**src/rtl/acc_uart_tx.sv**
```systemverilog
// acc_uart_tx: watches the datapath accumulator value and transmits every
// new value as a UART frame (8N1 by default) through a small FIFO.
// Optional feature: define ACC_UART_PARITY_EN to insert an even-parity bit
// between the data bits and the stop bit (8E1, 11 bit-times per frame).
module acc_uart_tx #(
  parameter int CLKS_PER_BIT = 16,
  parameter int FIFO_DEPTH   = 4
) (
  input  logic                          clk,
  input  logic                          rst,
  input  logic [7:0]                    data_in,
  output logic                          tx,
  output logic                          busy,
  output logic [$clog2(FIFO_DEPTH):0]   fifo_count,
  output logic                          fifo_full,
  output logic                          overflow
);

  localparam int PTR_W = $clog2(FIFO_DEPTH);
  localparam int CNT_W = PTR_W + 1;
  localparam logic [15:0]      BAUD_LAST = 16'(CLKS_PER_BIT - 1);
  localparam logic [CNT_W-1:0] DEPTH_C   = CNT_W'(FIFO_DEPTH);

  localparam logic [2:0] IDLE   = 3'd0;
  localparam logic [2:0] START  = 3'd1;
  localparam logic [2:0] DATA   = 3'd2;
  localparam logic [2:0] STOP   = 3'd4;
`ifdef ACC_UART_PARITY_EN
  localparam logic [2:0] PARITY = 3'd3;
`endif

  logic [7:0]       shadow;
  logic [7:0]       mem [FIFO_DEPTH];
  logic [PTR_W-1:0] wr_ptr;
  logic [PTR_W-1:0] rd_ptr;
  logic [CNT_W-1:0] count;
  logic [7:0]       shreg;
  logic [2:0]       state;
  logic [15:0]      baud;
  logic [2:0]       bit_idx;
  logic             change;
  logic             baud_done;
  logic             pop;
  logic             push;
`ifdef ACC_UART_PARITY_EN
  logic             par_bit;
`endif

  assign fifo_full  = (count == DEPTH_C);
  assign fifo_count = count;
  assign busy       = (state != IDLE);

  // Change detection, FIFO handshake and transmitter pop decision.
  always_comb begin
    change    = (data_in != shadow);
    baud_done = (baud == BAUD_LAST);
    // Pop when idle, or on the final stop cycle so frames run back to back.
    pop       = (count != '0) && ((state == IDLE) || ((state == STOP) && baud_done));
    // A pop at the same edge frees a slot, so a full FIFO can still accept.
    push      = change && (!fifo_full || pop);
  end

  // Shadow register tracks the last accepted value; overflow is sticky.
  always_ff @(posedge clk) begin
    if (rst) begin
      shadow   <= 8'h00;
      overflow <= 1'b0;
    end else if (change) begin
      shadow <= data_in;
      if (!push) overflow <= 1'b1;
    end
  end

  // FIFO pointers and occupancy; pointers wrap naturally at FIFO_DEPTH.
  always_ff @(posedge clk) begin
    if (rst) begin
      wr_ptr <= '0;
      rd_ptr <= '0;
      count  <= '0;
    end else begin
      if (push) wr_ptr <= wr_ptr + PTR_W'(1);
      if (pop)  rd_ptr <= rd_ptr + PTR_W'(1);
      case ({push, pop})
        2'b10:   count <= count + CNT_W'(1);
        2'b01:   count <= count - CNT_W'(1);
        default: count <= count;
      endcase
    end
  end

  // FIFO storage; contents are meaningful only between the pointers.
  always_ff @(posedge clk) begin
    if (push) mem[wr_ptr] <= data_in;
  end

  // Shift register holds the byte on the line; it never stays in the FIFO.
  always_ff @(posedge clk) begin
    if (pop) begin
      shreg <= mem[rd_ptr];
    end else if ((state == DATA) && baud_done) begin
      shreg <= shreg >> 1;
    end
  end

`ifdef ACC_UART_PARITY_EN
  // Even parity of the popped byte, captured alongside the shift register.
  always_ff @(posedge clk) begin
    if (pop) par_bit <= ^mem[rd_ptr];
  end
`endif

  // Transmit FSM; tx is registered so the line never glitches from inputs.
  always_ff @(posedge clk) begin
    if (rst) begin
      state   <= IDLE;
      tx      <= 1'b1;
      baud    <= 16'd0;
      bit_idx <= 3'd0;
    end else begin
      case (state)
        IDLE: begin
          baud <= 16'd0;
          tx   <= 1'b1;
          if (pop) begin
            state <= START;
            tx    <= 1'b0;
          end
        end
        START: begin
          if (baud_done) begin
            baud    <= 16'd0;
            bit_idx <= 3'd0;
            state   <= DATA;
            tx      <= shreg[0];
          end else begin
            baud <= baud + 16'd1;
          end
        end
        DATA: begin
          if (baud_done) begin
            baud <= 16'd0;
            if (bit_idx == 3'd7) begin
`ifdef ACC_UART_PARITY_EN
              state <= PARITY;
              tx    <= par_bit;
`else
              state <= STOP;
              tx    <= 1'b1;
`endif
            end else begin
              bit_idx <= bit_idx + 3'd1;
              // Next bit is shreg[1] because the shift happens at this edge.
              tx      <= shreg[1];
            end
          end else begin
            baud <= baud + 16'd1;
          end
        end
`ifdef ACC_UART_PARITY_EN
        PARITY: begin
          if (baud_done) begin
            baud  <= 16'd0;
            state <= STOP;
            tx    <= 1'b1;
          end else begin
            baud <= baud + 16'd1;
          end
        end
`endif
        STOP: begin
          if (baud_done) begin
            baud <= 16'd0;
            if (pop) begin
              state <= START;
              tx    <= 1'b0;
            end else begin
              state <= IDLE;
              tx    <= 1'b1;
            end
          end else begin
            baud <= baud + 16'd1;
          end
        end
        default: begin
          state <= IDLE;
          tx    <= 1'b1;
          baud  <= 16'd0;
        end
      endcase
    end
  end

endmodule

```
**config.mk**
```make
export PLATFORM = sky130hd
export DESIGN_NAME = acc_uart_tx
export DESIGN_NICKNAME = d
export VERILOG_FILES = /design/src/rtl/acc_uart_tx.sv
export SDC_FILE = /design/constraint.sdc
export NUM_CORES = 1
export LEC_CHECK = 0
export CORE_MARGIN = 2
export CORE_UTILIZATION = 55
export DETAILED_ROUTE_END_ITERATION = 16
export DONT_BUFFER_PORTS = 1
export MAX_ROUTING_LAYER = met4
export PLACE_DENSITY_LB_ADDON = 0.2
export SLEW_MARGIN = 10
export SYNTH_ARGS = -nofsm -noshare
export SYNTH_HDL_FRONTEND = slang
export SYNTH_SLANG_ARGS = --single-unit
```
**constraint.sdc**
```tcl
create_clock -name clk -period 3.4 [get_ports clk]
set_clock_uncertainty 0.1 [all_clocks]
set_input_delay 0.68 -clock clk [delete_from_list [all_inputs] [get_ports clk]]
set_output_delay 0.68 -clock clk [all_outputs]
set_load 0.005 [all_outputs]
```
Word-level counts from Yosys, hierarchy flattened
Memory sizes are Yosys's and may differ from the RTL's. A register that Yosys moved wholly into a read port is not among the register bits.
Cells that the tools add are included.
{ "classes": {"add_sub_neg": 6, "n_eq_ne": 15, "mux": 24, "bitwise": 2, "reduce_logical": 19} }
{ "ops": {"columns": ["op", "n"], "rows": [
  ["3-bit 2-to-1 mux", 8],
  ["16-bit by 1-bit adder with 16-bit output, second input constant", 1],
  ["16-bit by 4-bit equality test with 1-bit output, second input constant", 1],
  ["8-bit 2-to-1 mux", 2],
  ["3-bit case mux with 2 select lines", 2],
  ["3-bit case mux with 4 select lines", 1],
  ["2-bit inequality test, second input constant", 5],
  ["3-bit equality test, second input constant", 3],
  ["1-bit 2-to-1 mux", 8],
  ["8-bit inequality test", 1],
  ["3-bit by 1-bit adder with 3-bit output, second input constant", 2],
  ["2-bit nonzero test", 3],
  ["3-bit nonzero test", 2],
  ["3-bit OR reduction", 2],
  ["5-bit AND reduction", 1],
  ["2-bit by 1-bit adder with 2-bit output, second input constant", 2],
  ["1-bit logical AND", 4],
  ["2-bit 2-to-1 mux", 2],
  ["1-bit case mux with 4 select lines", 1],
  ["4-bit AND reduction", 1],
  ["3-bit by 1-bit equality test with 1-bit output, second input constant", 1],
  ["3-bit by 2-bit equality test with 1-bit output, second input constant", 1],
  ["3-bit logical NOT", 1],
  ["3-bit AND reduction", 1],
  ["8 further kinds", 10]
]} }
{ "word_totals": {"regBits": 47, "ramBits": 32, "in_bits": 10, "output_inout_bits": 7, "memories": 1} }
{ "mem_list": {"columns": ["name", "depth", "width", "read_ports", "rd_clocked_by_memory_dff", "write_ports", "line_no", "text"], "rows": [
  ["mem", 4, 8, 1, 1, 1, "33", "logic [7:0] mem [FIFO_DEPTH];"]
]} }

Longest topological paths before layout
Gate-level depths: netlist of the first run.
{ "depth": {"depth_word": 8, "mapped_depth": 9, "ltp_nobuf": 9} }

Least setup slack after synthesis of the first run
Ideal clock, no wire load.
{ "synth_timing": {"path_kind": "reg-to-reg", "from": "register baud[13]", "to": "register shreg[0], enable pin", "setup_time_ps": 387, "arrival_ps": 2265, "slack_ps": 648, "stages_incl_launch_ff": 5, "n_path_buf": 1, "synth_period_minus_slack_ps": 2752, "path_cell_list": "dfxtp_1 -> or4_4 -> or4_1 -> buf_4 -> o31ai_1"} }
{ "synth_between": {"elab_chain_len": 5, "elab_cells_between_ends": 6, "cone_classes": "eq/ne: 1; reduce/logical: 5"} }
{ "synth_lines": {"columns": ["element", "line_no", "text"], "rows": [
  ["start: declaration", "39", "logic [15:0] baud;"],
  ["start signal: assignment", "136", "baud <= baud + 16'd1;"],
  ["start signal: assignment", "156", "baud <= baud + 16'd1;"],
  ["start signal: assignment", "181", "baud <= baud + 16'd1;"],
  ["16-bit by 4-bit equality test with 1-bit output *", "56", "baud_done = (baud == BAUD_LAST);"],
  ["1-bit logical AND", "58", "pop = (count != '0) && ((state == IDLE) || ((state == STOP) && baud_done));"],
  ["1-bit logical OR", "58", null],
  ["1-bit logical AND", "58", null],
  ["2-bit nonzero test (no line) *", null, null],
  ["end signal: assignment", "99", "shreg <= mem[rd_ptr];"],
  ["end signal: assignment", "101", "shreg <= shreg >> 1;"],
  ["end: declaration", "37", "logic [7:0] shreg;"]
]} }
Every way passes the cells marked *; elsewhere a longest branch is shown, timed or not.
A chain may end at the register's enable or synchronous reset.

Final worst setup path of the first run
{ "layout_timing": {"from": "register baud[5]", "to": "memory mem[3][1], enable pin"} }
{ "layout_between": {"elab_chain_len": 8} }
{ "layout_lines": {"columns": ["element", "line_no", "text"], "rows": [
  ["16-bit by 4-bit equality test with 1-bit output", "56", null],
  ["1-bit logical AND", "58", null],
  ["1-bit logical OR", "58", null],
  ["1-bit logical AND", "58", null],
  ["1-bit logical OR", "60", "push = change && (!fifo_full || pop);"],
  ["1-bit logical AND", "60", null],
  ["1-bit 2-to-1 mux", "93", "if (push) mem[wr_ptr] <= data_in;"],
  ["1-bit 2-to-1 mux (implied by the code)", "93", null],
  ["end: declaration", "33", null]
]} }
No other way between the ends.

==> qor.txt, run 1 <==
Critical Path RT -> 3310 ps
Netlist Area Pre-Place -> 0.003515 mm^2
die height -> 83.94 um
reg-to-reg startpoint -> baud[5]
Yosys top cell area share -> 34.18%
fraction of layout cells with a size suffix above 1 -> 11.07%
Gate Count Post-Synth -> 299
wire length per cell -> 16.42 um
vias in the first global route -> 2176
H-tree depth -> 3
fin. max-slew vios -> 0
EDFF count, synth -> 40
crit path kind -> reg -> reg
first-pass GRT wire length -> 10740 um
Max IR drop VDD -> 441.3 uV
cts hold-fix bufs -> 0
power per cell area -> 702.4 mW/mm^2
crit-path max FO -> 9
drc violations -> 0
period utilisation layout -> 80.09%
Setup crit end -> mem[3][1]
initial antenna violation count -> 0
register area -> 0.002022 mm^2
RR Endpoint -> mem[3][1]
clock transition at the registers of the reported paths -> 90 ps
Overflow after GRT -> 0
IO buf count -> 0
IO Count -> 17
RSZ-0062 raised after global routing -> false
worst-case clock buffer depth -> 2
synth warn -> 0
Total Routing Usage GR -> 20.26%
status -> completed
Ant. Diodes -> 0
Crit. End Element -> register
total routed wirelength -> 6306 um
Hold Violations, Final -> 0
row cnt -> 29
Leak -> 1.301 nW
sequential fraction of the synthesis area -> 57.53%
Layout area overhead -> 6.978%
Worst-Skew Late Latency -> 360 ps
worst hold-check path type -> in -> reg
Hold Crit Start -> rst
setup TNS -> 0 ps
Placed Instances -> 368
initial core utilization -> 55.99%
#FFs+latches synth -> 81
reg2reg setup slack -> 680 ps
origin of the worst setup path -> baud[5]
Setup Buffers After CTS -> 0
drt initial violations -> 91
CTS tree -> built
Vias/cell -> 5.656
Antenna Nets Post-Route -> 0
final setup violating endpoints -> 0
FFs w/ async S/R, synth -> 0%
area occupied by multi-input gates -> 0.001413 mm^2
die footprint -> 0.007046 mm^2
min Tclk post-route -> 2723 ps
Final #Nets -> 320
CP arrival -> 2640 ps
post-CTS sizing -> 0
TritonCTS Sinks -> 81
via count -> 2172
Clock Root Buffer -> clkbuf_8
post-route insts no fill -> 384
Worst-Margin Slew -> 787.9 ps
syn avg cell area -> 11.75 um^2
syn_nets -> 317
synth unique cells -> 49
Max Fclk -> 0.3673 GHz
fillcell total -> 531
die width -> 83.94 um
main flop type after synthesis -> dfxtp_1
gp weighted congestion -> 0.8843
TritonCTS Buffers -> 9
synth top area cells -> edfxtp_1 34%, dfxtp_1 23%, mux4_2 5.1%
1st-pass router iterations -> 4
Worst Setup Start Kind -> register
max-cap viol count -> 0
hpwl dp -> 4500 um
R2R depth -> 4
Synth area leader -> edfxtp_1
core area -> 0.006277 mm^2
largest net degree at the start of global routing -> 26
Max-slew headroom -> 47.28%
cells by family (layout without fill, tap and decap cells):
kind of cell | count (synthesis) | count (layout) | share of synthesized area [%]
AO/OA/AOI/OAI | 36 | 36 | 8.366
XOR/XNOR | 24 | 24 | 5.981
flip-flops | 81 | 81 | 57.53
adder cells (fa/ha/maj) | 8 | 8 | 3.061
multiplexers | 8 | 8 | 5.126
buffers and inverters | 18 | 26 | 2.278
AND/OR/NAND/NOR | 124 | 124 | 17.66
layout by cell type (no fill, tap or decap), types with 3 or more instances in the layout:
master / count
dfxtp_1: 41
edfxtp_1: 40
nand2_1: 34
nor2_1: 32
xnor2_1: 15
nand3_1: 12
nand4_1: 9
xor2_1: 9
clkbuf_8: 9
inv_1: 8
and3_1: 8
mux4_2: 8
a21oi_1: 8
nor2b_1: 8
ha_1: 7
o21ai_0: 6
nor3_1: 5
and4_1: 3
nand2b_1: 3
routing by layer:
| metal | track usage (%) | share of wire [%] |
|---|---|---|
| met1 | 28.52 | 49 |
| met2 | 28.73 | 45 |
| met3 | 4.748 | 4.5 |
| met4 | 7.771 | 1.9 |
| met5 | - | 0 |
final cells by class:
type	instances	share of cell area [%]
tap	77	2.562
clock buffer	9	3.295
timing repair buffer	2	0.3993
inverter	8	0.7987
sequential	81	53.78
clock inverter	7	1.597
multi-input combinational	200	37.57
worst min-delay path by stage:
stage | endpoint | slack (ps) | depth (start not counted)
2_1_floorplan | baud[0] | 330 | 1
3_3_place_gp | baud[0] | 340 | 1
3_5_place_dp | baud[0] | 360 | 1
4_1_cts | shadow[6] | 270 | 1
5_1_grt | shadow[6] | 260 | 1
6_report | shadow[5] | 280 | 1
synth_stat cells (2+ instances only):
cell,number
dfxtp_1,41
edfxtp_1,40
nand2_1,34
nor2_1,32
xnor2_1,15
nand3_1,12
nand4_1,9
xor2_1,9
a21oi_1,8
and3_1,8
inv_1,8
mux4_2,8
nor2b_1,8
ha_1,7
o21ai_0,6
nor3_1,5
clkbuf_1,4
and4_1,3
buf_4,3
nand2b_1,3
a22oi_1,2
buf_1,2
o21ai_1,2
o22ai_1,2
o31ai_1,2
or4_1,2
or4_4,2
per-stage QoR:
stage          setup slack, ps  power (W)  hold WS (ps)  util (%)  area [um^2]
3_5_place_dp             680.4   0.002013         356.8     56.97         3576
5_1_grt                  482.5   0.002790         259.4     59.90         3760
4_1_cts                  663.8   0.002668         270.0     59.90         3760
2_1_floorplan            648.1   0.001864         330.2         -         3515
3_3_place_gp             753.5   0.001989         341.4     56.97         3576
6_report                 677.1   0.002641         278.8     59.90         3760
sequential cells by signal (all words and copies together) (netlist names), named ones only:
register / flops
fifo_count: 3
baud: 16
bit_idx: 3
overflow: 1
wr_ptr: 2
rd_ptr: 2
tx: 1
shreg: 8
mem: 32
shadow: 8
state: 3
report_power, final:
group | switching (W) | leakage, nW | internal (W)
registers | 0.000133 | 0.713 | 0.00125
clock network | 0.000378 | 0.0927 | 0.000278
logic | 0.000358 | 0.496 | 0.000244
total | 0.000869 | 1.30 | 0.00177
worst max-delay path, cell delays in order (launching register included):
cell	delay [ps]
dfxtp_1	350
or4_1	620
o41a_1	430
o31ai_4	380
and3_1	490
Note: power is estimated with default switching activity, not from simulation.
==> run 2: changes to the inputs <==
==> constraint.sdc (replaced) <==
create_clock -name clk -period 2.4 [get_ports clk]
set_clock_uncertainty 0.1 [all_clocks]
set_input_delay 0.48 -clock clk [delete_from_list [all_inputs] [get_ports clk]]
set_output_delay 0.48 -clock clk [all_outputs]
set_load 0.005 [all_outputs]
==> run 2 against run 1 <==
Against the previous run:
- the flow now finishes with violations (setup timing)
- count of clock-buffer cells in the layout stayed put
- register-to-register slack worse by 800 ps
- critical endpoint is now fifo_count[2]
- global-route usage is 0.59 points higher
- design area is 9.2% higher
- final cell count is 7.8% higher
- highest routed layer unchanged
- sequential power is 40% higher
- first-iteration DRC count is 52% higher
- maximum frequency is 7.9% higher
- die area stayed put
==> qor.txt, run 2 (synthesis gave the netlist of run 1 again) <==
status -> finished, violations left
failing checks -> setup timing
min Tclk post-route -> 2524 ps (-198.7 ps)
initial core utilization -> 55.99% (unchanged)
Final Core Density -> 65.38% (+5.5 points)
Layout area overhead -> 16.77%
period utilisation layout -> 105.2% (+25 points)
worst slack, placed -> -118.5 ps (-798.9 ps)
wire length per cell -> 15.90 um (-3.2%)
area occupied by multi-input gates -> 0.001489 mm^2 (+5.4%)
fraction of layout cells with a size suffix above 1 -> 23.15% (+12 points)
TritonCTS Buffers -> 9 (unchanged)
crit-path max FO -> 4 (-5)
IO Count -> 17 (unchanged)
Antenna Nets Post-Route -> 0 (unchanged)
fillcell total -> 492 (-7.3%)
Crit. End Element -> register
critical path, cell by cell -> or4_4 > o41ai_4 > nand4_1 > fa_2 > nand3b_1 > o22ai_1 > nand4bb_1
die footprint -> 0.007046 mm^2 (unchanged)
drc violations -> 0 (unchanged)
1st-pass router iterations -> 4 (unchanged)
TritonCTS Sinks -> 81 (unchanged)
crit path kind -> reg -> reg
placed cell area -> 0.003839 mm^2 (+7.3%)
vias in the first global route -> 2329 (+7.0%)
Critical Path RT -> 2590 ps (-720 ps)
power per cell area -> 990.7 mW/mm^2 (+41%)
CTS tree -> built
max-cap viol count -> 0 (unchanged)
initial antenna violation count -> 0 (unchanged)
Overflow after GRT -> 0 (unchanged)
Leak -> 1.479 nW (+14%)
gp weighted congestion -> 0.7891 (-11%)
Max Fclk -> 0.3962 GHz (+7.9%)
largest registers -> mem: 32 flops, baud: 16 flops
core area -> 0.006277 mm^2 (unchanged)
IO buf count -> 0 (unchanged)
largest net degree at the start of global routing -> 26 (unchanged)
row cnt -> 29 (unchanged)
CP max stage delay -> 550 ps (-70 ps)
final setup violating endpoints -> 36 (+36)
Worst-Margin Slew -> 627.9 ps (-160.0 ps)
via count -> 2328 (+7.2%)
Max-slew headroom -> 57.78% (+11 points)
Total Routing Usage GR -> 20.85% (+0.59 points)
final instance area -> 0.004104 mm^2 (+9.2%)
Worst-Skew Late Latency -> 350 ps (about the same)
Final #Nets -> 350 (+9.4%)
final hold slack -> 78.26 ps (-200.6 ps)
Ant. Diodes -> 0 (unchanged)
Top Family by Delay on Critical Path -> simple AND/OR/NAND/NOR gates
post-route insts no fill -> 414 (+7.8%)
Placed Instances -> 396 (+7.6%)
Largest Register -> mem
Setup WS post-layout -> -124.3 ps (-801.3 ps)
max reg flops -> 32 (unchanged)
fin. max-slew vios -> 0 (unchanged)
cts hold-fix bufs -> 0 (unchanged)
H-tree depth -> 3 (unchanged)
register area -> 0.002023 mm^2 (about the same)
RSZ-0062 raised after global routing -> true
clock transition at the registers of the reported paths -> 90 ps (about the same)
first-pass GRT wire length -> 11100 um (+3.4%)
CP arrival -> 2720 ps (+80 ps)
Vias/cell -> 5.623 (-0.58%)
Worst Setup Start Kind -> register
total routed wirelength -> 6581 um (+4.4%)
Clock Root Buffer -> clkbuf_8
hpwl dp -> 4654 um (+3.4%)
Buf+Inv Stages, Crit Path -> 0 (unchanged)
Max IR drop VDD -> 616.6 uV (+40%)
die width -> 83.94 um (unchanged)
Critical Path Slowest Stage Cell -> or4_4
worst-case clock buffer depth -> 2 (unchanged)
worst hold-check path type -> in -> reg
most frequent cells in the layout -> 40 x dfxtp_1, 40 x edfxtp_1, 34 x nand2_1
drt initial violations -> 138 (+52%)
die height -> 83.94 um (unchanged)
Hold Violations, Final -> 0 (unchanged)
run 2: worst reg2reg max path: cells and delay by family, from the launching register on:
family | cells | cell delay [ps]
DFF | 1 | 320
adders and majority gates | 1 | 420
and+or+nand+nor | 4 | 1090
AOI/OAI and AO/OA | 2 | 540
run 2: routing by layer:
layer	up-vias	part of all wire (%)	track usage, %
met5	-	0	-
met3	10	3.6	4.055
li1	1154	-	-
met2	43	48	32.29
met1	1121	47	27.30
met4	0	1.8	8.358
run 2: final timing paths:
kind               from       endpoint  slack, ps  cells past startpoint
max reg2reg     baud[6]  fifo_count[2]       -120                      7
min                 rst      wr_ptr[1]         80                      1
max             baud[6]  fifo_count[2]       -120                      7
min reg2reg  bit_idx[0]     bit_idx[0]        390                      2
run 2: cell type report:
cell class,instances,area share [%]
Inverter,8,0.7317
Timing Repair Buffer,32,6.646
Clock buffer,9,3.018
Multi-Input combinational cell,200,36.28
Tap cell,77,2.348
Clock inverter,7,1.677
Sequential cell,81,49.30
run 2: what timing repair did:
item | 4_1_cts | 5_1_grt
setup buffers | 0 | 2
gates resized for setup | 4 | 10
endpoints found under the setup margin | 36 | 74
pin swaps | 2 | 3
run 2: power breakdown:
group	total, W	switching (W)	internal, W
clock	0.000952	0.000547	0.000405
combinational	0.00118	0.000626	0.000557
sequential	0.00193	0.000161	0.00177
total	0.00407	0.00133	0.00273
run 2: through the flow:
stage	setup TNS (ps)	power, W
6_report	-1912	0.004066
5_1_grt	-5381	0.004286
4_1_cts	-2094	0.004008
3_5_place_dp	-2305	0.003040
3_3_place_gp	-1165	0.003019
2_1_floorplan	-162.7	0.002669
